File: src/rtl/regfile_pkg.sv
// Shared definitions for the register-file read side: sizes, fetch FSM states
// and one-hot helpers used by the scoreboard and the operand mux.
package regfile_pkg;

  localparam int WIDTH = 16;
  localparam int NREGS = 8;
  localparam int IDX_W = 3;
  localparam int CNT_W = 8;

  typedef enum logic [1:0] {
    IDLE  = 2'd0,
    FETCH = 2'd1,
    HOLD  = 2'd2
  } state_e;

  function automatic logic [NREGS-1:0] onehot(input logic [IDX_W-1:0] idx);
    onehot = NREGS'(1) << idx;
  endfunction

  function automatic logic is_onehot(input logic [NREGS-1:0] v);
    is_onehot = (v != '0) && ((v & (v - NREGS'(1))) == '0);
  endfunction

endpackage

File: src/rtl/reg_scoreboard.sv
// Busy scoreboard: one bit per register with a write outstanding.
// Only a single-bit write-back enable clears; a set in the same cycle wins.
module reg_scoreboard
  import regfile_pkg::*;
(
  input  logic             clk,
  input  logic             rst,
  input  logic             set_en,
  input  logic [IDX_W-1:0] set_idx,
  input  logic [NREGS-1:0] wb_en,
  output logic [NREGS-1:0] clr_mask,
  output logic [NREGS-1:0] busy
);

  logic [NREGS-1:0] busy_q, busy_d;

  always_comb begin
    clr_mask = is_onehot(wb_en) ? wb_en : '0;
    busy_d   = busy_q & ~clr_mask;
    if (set_en) begin
      busy_d = busy_d | onehot(set_idx);
    end else begin
      busy_d = busy_d;
    end
  end

  always_ff @(posedge clk or posedge rst) begin
    if (rst) begin
      busy_q <= '0;
    end else begin
      busy_q <= busy_d;
    end
  end

  assign busy = busy_q;

endmodule

File: src/rtl/operand_fetch.sv
// Operand fetch: reads two sources from the register file, stalls on RAW hazards
// against the busy scoreboard and forwards write-back data as it arrives.
module operand_fetch
  import regfile_pkg::*;
(
  input  logic             clk,
  input  logic             rst,
  input  logic             in_valid,
  output logic             in_ready,
  input  logic [IDX_W-1:0] rs1,
  input  logic [IDX_W-1:0] rs2,
  input  logic [IDX_W-1:0] rd,
  input  logic             rd_we,
  input  logic [WIDTH-1:0] q0,
  input  logic [WIDTH-1:0] q1,
  input  logic [WIDTH-1:0] q2,
  input  logic [WIDTH-1:0] q3,
  input  logic [WIDTH-1:0] q4,
  input  logic [WIDTH-1:0] q5,
  input  logic [WIDTH-1:0] q6,
  input  logic [WIDTH-1:0] q7,
  input  logic [NREGS-1:0] reg_en,
  input  logic [WIDTH-1:0] ALU_result,
  output logic             out_valid,
  input  logic             out_ready,
  output logic [WIDTH-1:0] op_a,
  output logic [WIDTH-1:0] op_b,
  output logic [IDX_W-1:0] out_rd,
  output logic             out_rd_we,
  output logic [NREGS-1:0] busy,
  output logic [CNT_W-1:0] stall_cnt
);

  state_e           state_q, state_d;
  logic [IDX_W-1:0] rs1_q, rs1_d, rs2_q, rs2_d, rd_q, rd_d, out_rd_q, out_rd_d;
  logic             rd_we_q, rd_we_d, out_rd_we_q, out_rd_we_d;
  logic             out_valid_q, out_valid_d, in_ready_q, in_ready_d;
  logic [WIDTH-1:0] op_a_q, op_a_d, op_b_q, op_b_d, src_a, src_b;
  logic [CNT_W-1:0] stall_q, stall_d;
  logic [NREGS-1:0] clr_mask;
  logic             blk_a, blk_b, sb_set;
  logic [WIDTH-1:0] qv [NREGS];

  assign qv[0] = q0;
  assign qv[1] = q1;
  assign qv[2] = q2;
  assign qv[3] = q3;
  assign qv[4] = q4;
  assign qv[5] = q5;
  assign qv[6] = q6;
  assign qv[7] = q7;

  reg_scoreboard u_sb (
    .clk      (clk),
    .rst      (rst),
    .set_en   (sb_set),
    .set_idx  (rd_q),
    .wb_en    (reg_en),
    .clr_mask (clr_mask),
    .busy     (busy)
  );

  always_comb begin
    // A source waiting on a write is released by that same cycle's write-back.
    blk_a = busy[rs1_q] & ~clr_mask[rs1_q];
    blk_b = busy[rs2_q] & ~clr_mask[rs2_q];
    src_a = (reg_en == onehot(rs1_q)) ? ALU_result : qv[rs1_q];
    src_b = (reg_en == onehot(rs2_q)) ? ALU_result : qv[rs2_q];

    state_d     = state_q;
    rs1_d       = rs1_q;
    rs2_d       = rs2_q;
    rd_d        = rd_q;
    rd_we_d     = rd_we_q;
    out_valid_d = out_valid_q;
    op_a_d      = op_a_q;
    op_b_d      = op_b_q;
    out_rd_d    = out_rd_q;
    out_rd_we_d = out_rd_we_q;
    stall_d     = stall_q;
    sb_set      = 1'b0;

    case (state_q)
      IDLE: begin
        if (in_valid) begin
          rs1_d   = rs1;
          rs2_d   = rs2;
          rd_d    = rd;
          rd_we_d = rd_we;
          state_d = FETCH;
        end else begin
          state_d = IDLE;
        end
      end
      FETCH: begin
        if (blk_a || blk_b) begin
          if (stall_q != '1) begin
            stall_d = stall_q + CNT_W'(1);
          end else begin
            stall_d = stall_q;
          end
        end else begin
          op_a_d      = src_a;
          op_b_d      = src_b;
          out_rd_d    = rd_q;
          out_rd_we_d = rd_we_q;
          out_valid_d = 1'b1;
          sb_set      = rd_we_q;
          state_d     = HOLD;
        end
      end
      HOLD: begin
        if (out_ready) begin
          out_valid_d = 1'b0;
          state_d     = IDLE;
        end else begin
          state_d = HOLD;
        end
      end
      default: begin
        out_valid_d = 1'b0;
        state_d     = IDLE;
      end
    endcase

    in_ready_d = (state_d == IDLE);
  end

  always_ff @(posedge clk or posedge rst) begin
    if (rst) begin
      state_q     <= IDLE;
      rs1_q       <= '0;
      rs2_q       <= '0;
      rd_q        <= '0;
      rd_we_q     <= 1'b0;
      out_valid_q <= 1'b0;
      op_a_q      <= '0;
      op_b_q      <= '0;
      out_rd_q    <= '0;
      out_rd_we_q <= 1'b0;
      stall_q     <= '0;
      in_ready_q  <= 1'b1;
    end else begin
      state_q     <= state_d;
      rs1_q       <= rs1_d;
      rs2_q       <= rs2_d;
      rd_q        <= rd_d;
      rd_we_q     <= rd_we_d;
      out_valid_q <= out_valid_d;
      op_a_q      <= op_a_d;
      op_b_q      <= op_b_d;
      out_rd_q    <= out_rd_d;
      out_rd_we_q <= out_rd_we_d;
      stall_q     <= stall_d;
      in_ready_q  <= in_ready_d;
    end
  end

  assign in_ready  = in_ready_q;
  assign out_valid = out_valid_q;
  assign op_a      = op_a_q;
  assign op_b      = op_b_q;
  assign out_rd    = out_rd_q;
  assign out_rd_we = out_rd_we_q;
  assign stall_cnt = stall_q;

endmodule
File: config.mk
export PLATFORM = sky130hd
export DESIGN_NAME = operand_fetch
export DESIGN_NICKNAME = d
export VERILOG_FILES = /design/src/rtl/regfile_pkg.sv /design/src/rtl/reg_scoreboard.sv /design/src/rtl/operand_fetch.sv
export SDC_FILE = /design/constraint.sdc
export NUM_CORES = 1
export LEC_CHECK = 0
export CAP_MARGIN = 30
export CELL_PAD_IN_SITES_DETAIL_PLACEMENT = 1
export CELL_PAD_IN_SITES_GLOBAL_PLACEMENT = 1
export CORE_ASPECT_RATIO = 1.5
export CORE_MARGIN = 2
export CORE_UTILIZATION = 25
export CTS_BUF_LIST = sky130_fd_sc_hd__clkbuf_4 sky130_fd_sc_hd__clkbuf_8
export CTS_CLUSTER_DIAMETER = 60
export DETAILED_ROUTE_END_ITERATION = 10
export PLACE_DENSITY_LB_ADDON = 0.1
export SYNTH_ARGS = -nofsm -noshare
export SYNTH_HDL_FRONTEND = slang
export SYNTH_SLANG_ARGS = --single-unit
File: constraint.sdc
create_clock -name clk -period 4.8 [get_ports clk]
set_input_delay 0.72 -clock clk [delete_from_list [all_inputs] [get_ports clk]]
set_output_delay 0.72 -clock clk [all_outputs]
set_load 0.05 [all_outputs]
==> impl_results.md <==
* HPWL after DPL at 17,200 µm
* Final cell count without fillers at 920
* Compound-gate portion of the synthesized area at roughly a tenth
* Antenna violations before repair at 3
* Tightest Hold Check Type: flop to flop
* Register area at about 1700 µm²
* CTS sink count at 66
* Worst r2r src: rs1_q[1]
* Layout area overhead at 49.7%
* Setup crit end kind: flop
* H-tree depth at 3
* Setup_tns at 0 ns
* Slew @ Worst Pin at between 0.8 and 0.9 ns
* # port buffers at around 220
* CP Class: input pin to flop
* CP Cell Sequence: clkdlybuf4s50_1 > nor4_2 > o2111a_1 > nor2b_1 > a221oi_2 > o221ai_4 > or2_2 > mux2_4
* Main synth FF type: dfrtp_1
* Slowest cell delay on critical path at ~0.64 ns
* Fmax at 0.279 GHz
* CTS tree: yes
* Mapped Cells at 440
* Fin crit share at 74.7%
* Core area at approximately 21,000 µm²
* Syn. warnings at 0
* Rows at 65
* Root Driver: clkbuf_8
* PostCTS Resize Cnt at 0
* Reg2reg end: out_rd[1]
* Global placement routability congestion at about 0.84
* Starting density of the core at roughly a quarter
* Worst EP required at between 5 and 6 ns
* DRT antenna net count at 0
* NumNets Final at roughly 810
* Initial DRT Pass Iterations at 4
* Starting DRT DRC Count at 157
* P_leak at slightly below 3 nW
* Largest net degree at the start of global routing at 50
* Dominant cells by area after synthesis: dfrtp_1 30%, mux4_2 29%, mux2_2 8.9%
* Placement Setup Slack at 0.878 ns
* DP Area at about 7800 µm²
* Fillers at around 2,300
* WL/cell at approximately 24 µm
* Post-synth EDFFs at 0
* Multi-input logic area at 3510 µm²
* Hold Fails Final Rpt at 0
* Simple-gate share of the synthesized area at 8.36%
* Clk_skew at between 0.01 and 0.015 ns
* Yosys top cell area share at about 30%
* Total die area at about 23,000 µm²
* Vias per cell at roughly 5.2
* HP Start: out_valid
* Setup bufs post-CTS at 0
* Die width at between 100 and 150 µm
* Max-slew headroom at a little over two fifths
* Die span in y at about 180 µm
* Vias in the first global route at 5,683
* Async set or reset register ratio after synthesis at 100%
* Mux cell area share after synthesis at between 40% and 50%
* CP startpoint kind: input pin
* Synth Area in XOR/XNOR at less than 1%
* Latest clock arrival within the worst-skew pair at around 0.36 ns
* IR drop worst, VDD at 0.000507 V
* Total grt overflow at 0
* CTS Buf Count at 9
* # hold bufs at CTS at 0
* WHS Path Cells at 2
* Worst Hold End: out_valid
* Pwr Density at between 600 and 700 nW/µm²
* First-pass GRT wire length at about 34,000 µm
* Post-Place Cells at between 900 and 1,000
* Yosys top cell by area: dfrtp_1
* Final wirelength at ~22,000 µm
* CTS max path bufs at 2
* Synth Area in Adders at 0.421%
* Minimum clock period at 3.59 ns
* Largest family of logic cells by synthesized area: multiplexers
* Cells on worst reg2reg path at 8
* Sequential area share after synthesis at a little under a third
* CP max stage cell: nor4_2
* Fin util at a little under two fifths
* GRT Overall Usage at between 20% and 30%
* CP max FO at 38
* Max-slew violations at 0
* Status: completed
* DR vias at just under 5,000
* Seq cells post-synth at 66
* Post-route DRC at 0
* Leading cell types in the layout, fill and taps excluded: 219 x clkdlybuf4s50_1, 68 x mux4_2, 61 x dfrtp_1, 54 x o21ai_0, 42 x mux2_2
* Reg clk slew, reported paths at 0.07 ns
* Max Cap Violations at 0
* Setup ws final at about 1.2 ns
* Synthesized area per cell at about 12 µm²
* Synthesized cell area at around 5300 µm²
* Finished Cell Area at 8000 µm²
* Flop-to-flop setup slack at around 1.6 ns
* Most common cell after layout, fill and taps aside: clkdlybuf4s50_1
* Final setup viols at 0
* Crit path DAT at 3.83 ns
* Mapped Nets at approximately 600
* RSZ-0062 raised after global routing: false
* Share of layout cells above drive strength 1 at 24.0%
* I/O pins at 220
* Count of different cell masters after synthesis at 47
-- per-stage QoR --
stage,power (mW),hold WS (ns)
floorplan,3.74,0.445
global placement,4.98,0.480
detailed placement,5.04,0.479
CTS,5.50,0.501
global route,5.77,0.518
finish,5.39,0.493
-- cells by family (layout without fill, tap and decap cells) --
kind of cell	count (synthesis)	after routing
mux	150	150
compound gates	95	95
simple gates	81	81
flops	66	66
buf+inv	40	250
xor+xnor	6	6
fa+ha+maj	2	2
other cells	0	2
-- cells in the mapped netlist, types with 3 or more instances --
library cell / n
o21ai_1: 22
buf_1: 4
nor3b_1: 6
nand2_1: 27
clkbuf_1: 17
mux2_2: 42
dfrtp_1: 65
buf_2: 11
nor2_1: 6
a21oi_1: 4
nand3_1: 11
xnor2_1: 6
buf_6: 4
mux2_4: 4
nand2b_1: 3
inv_1: 3
nand4b_1: 5
and3_1: 6
mux2i_1: 36
mux4_2: 68
nor2b_1: 6
o21ai_0: 54
-- layout make-up --
class	count	area share, %
Multi-Input combinational cell	334	43.9
Timing Repair Buffer	231	28.7
Sequential cell	66	20.7
Tap cell	268	4.19
Clock buffer	14	2.10
Clock inverter	2	0.156
Inverter	3	0.141
Antenna cell	2	0.0626
-- worst max-delay path: cells and delay by family --
family	cells	cell delay (ns)
AO/OA/AOI/OAI	3	0.79
buffers and inverters	1	0.52
multiplexers	1	0.42
AND/OR/NAND/NOR	3	1.34
-- where the power goes --
group / switching [mW] / internal (mW)
sequential: 0.315 / 0.830
combinational: 2.16 / 1.64
clock: 0.217 / 0.224
-- worst max path at each step --
stage,startpoint,endpoint,slack [ns]
finish,reg_en[2],out_rd[1],1.21
global route,reg_en[2],out_rd[1],1.08
CTS,reg_en[2],out_rd[1],1.27
detailed placement,reg_en[2],out_rd[1],0.88
global placement,reg_en[2],out_rd[1],1.04
floorplan,reg_en[0],out_rd[0],2.09
-- registers in the layout, summed over array words and instances, names as in the netlist --
name	flops
out_rd_we	1
stall_cnt	8
rd_we_q	1
state_q	2
out_rd	3
out_valid	1
in_ready	1
rs1_q	3
rs2_q	3
rd_q	3
op_a	16
u_sb.busy	8
op_b	16
-- routing by layer --
metal | GRT usage, % | vias to the layer above | part of all wire, %
met5 | 0 | - | 0.058
met3 | 3.26 | 37 | 4.4
li1 | - | 2157 | -
met4 | 8.27 | 2 | 3.3
met1 | 21.4 | 2480 | 35
met2 | 39.4 | 131 | 57
No activity file was read; power rests on OpenSTA's default activity.
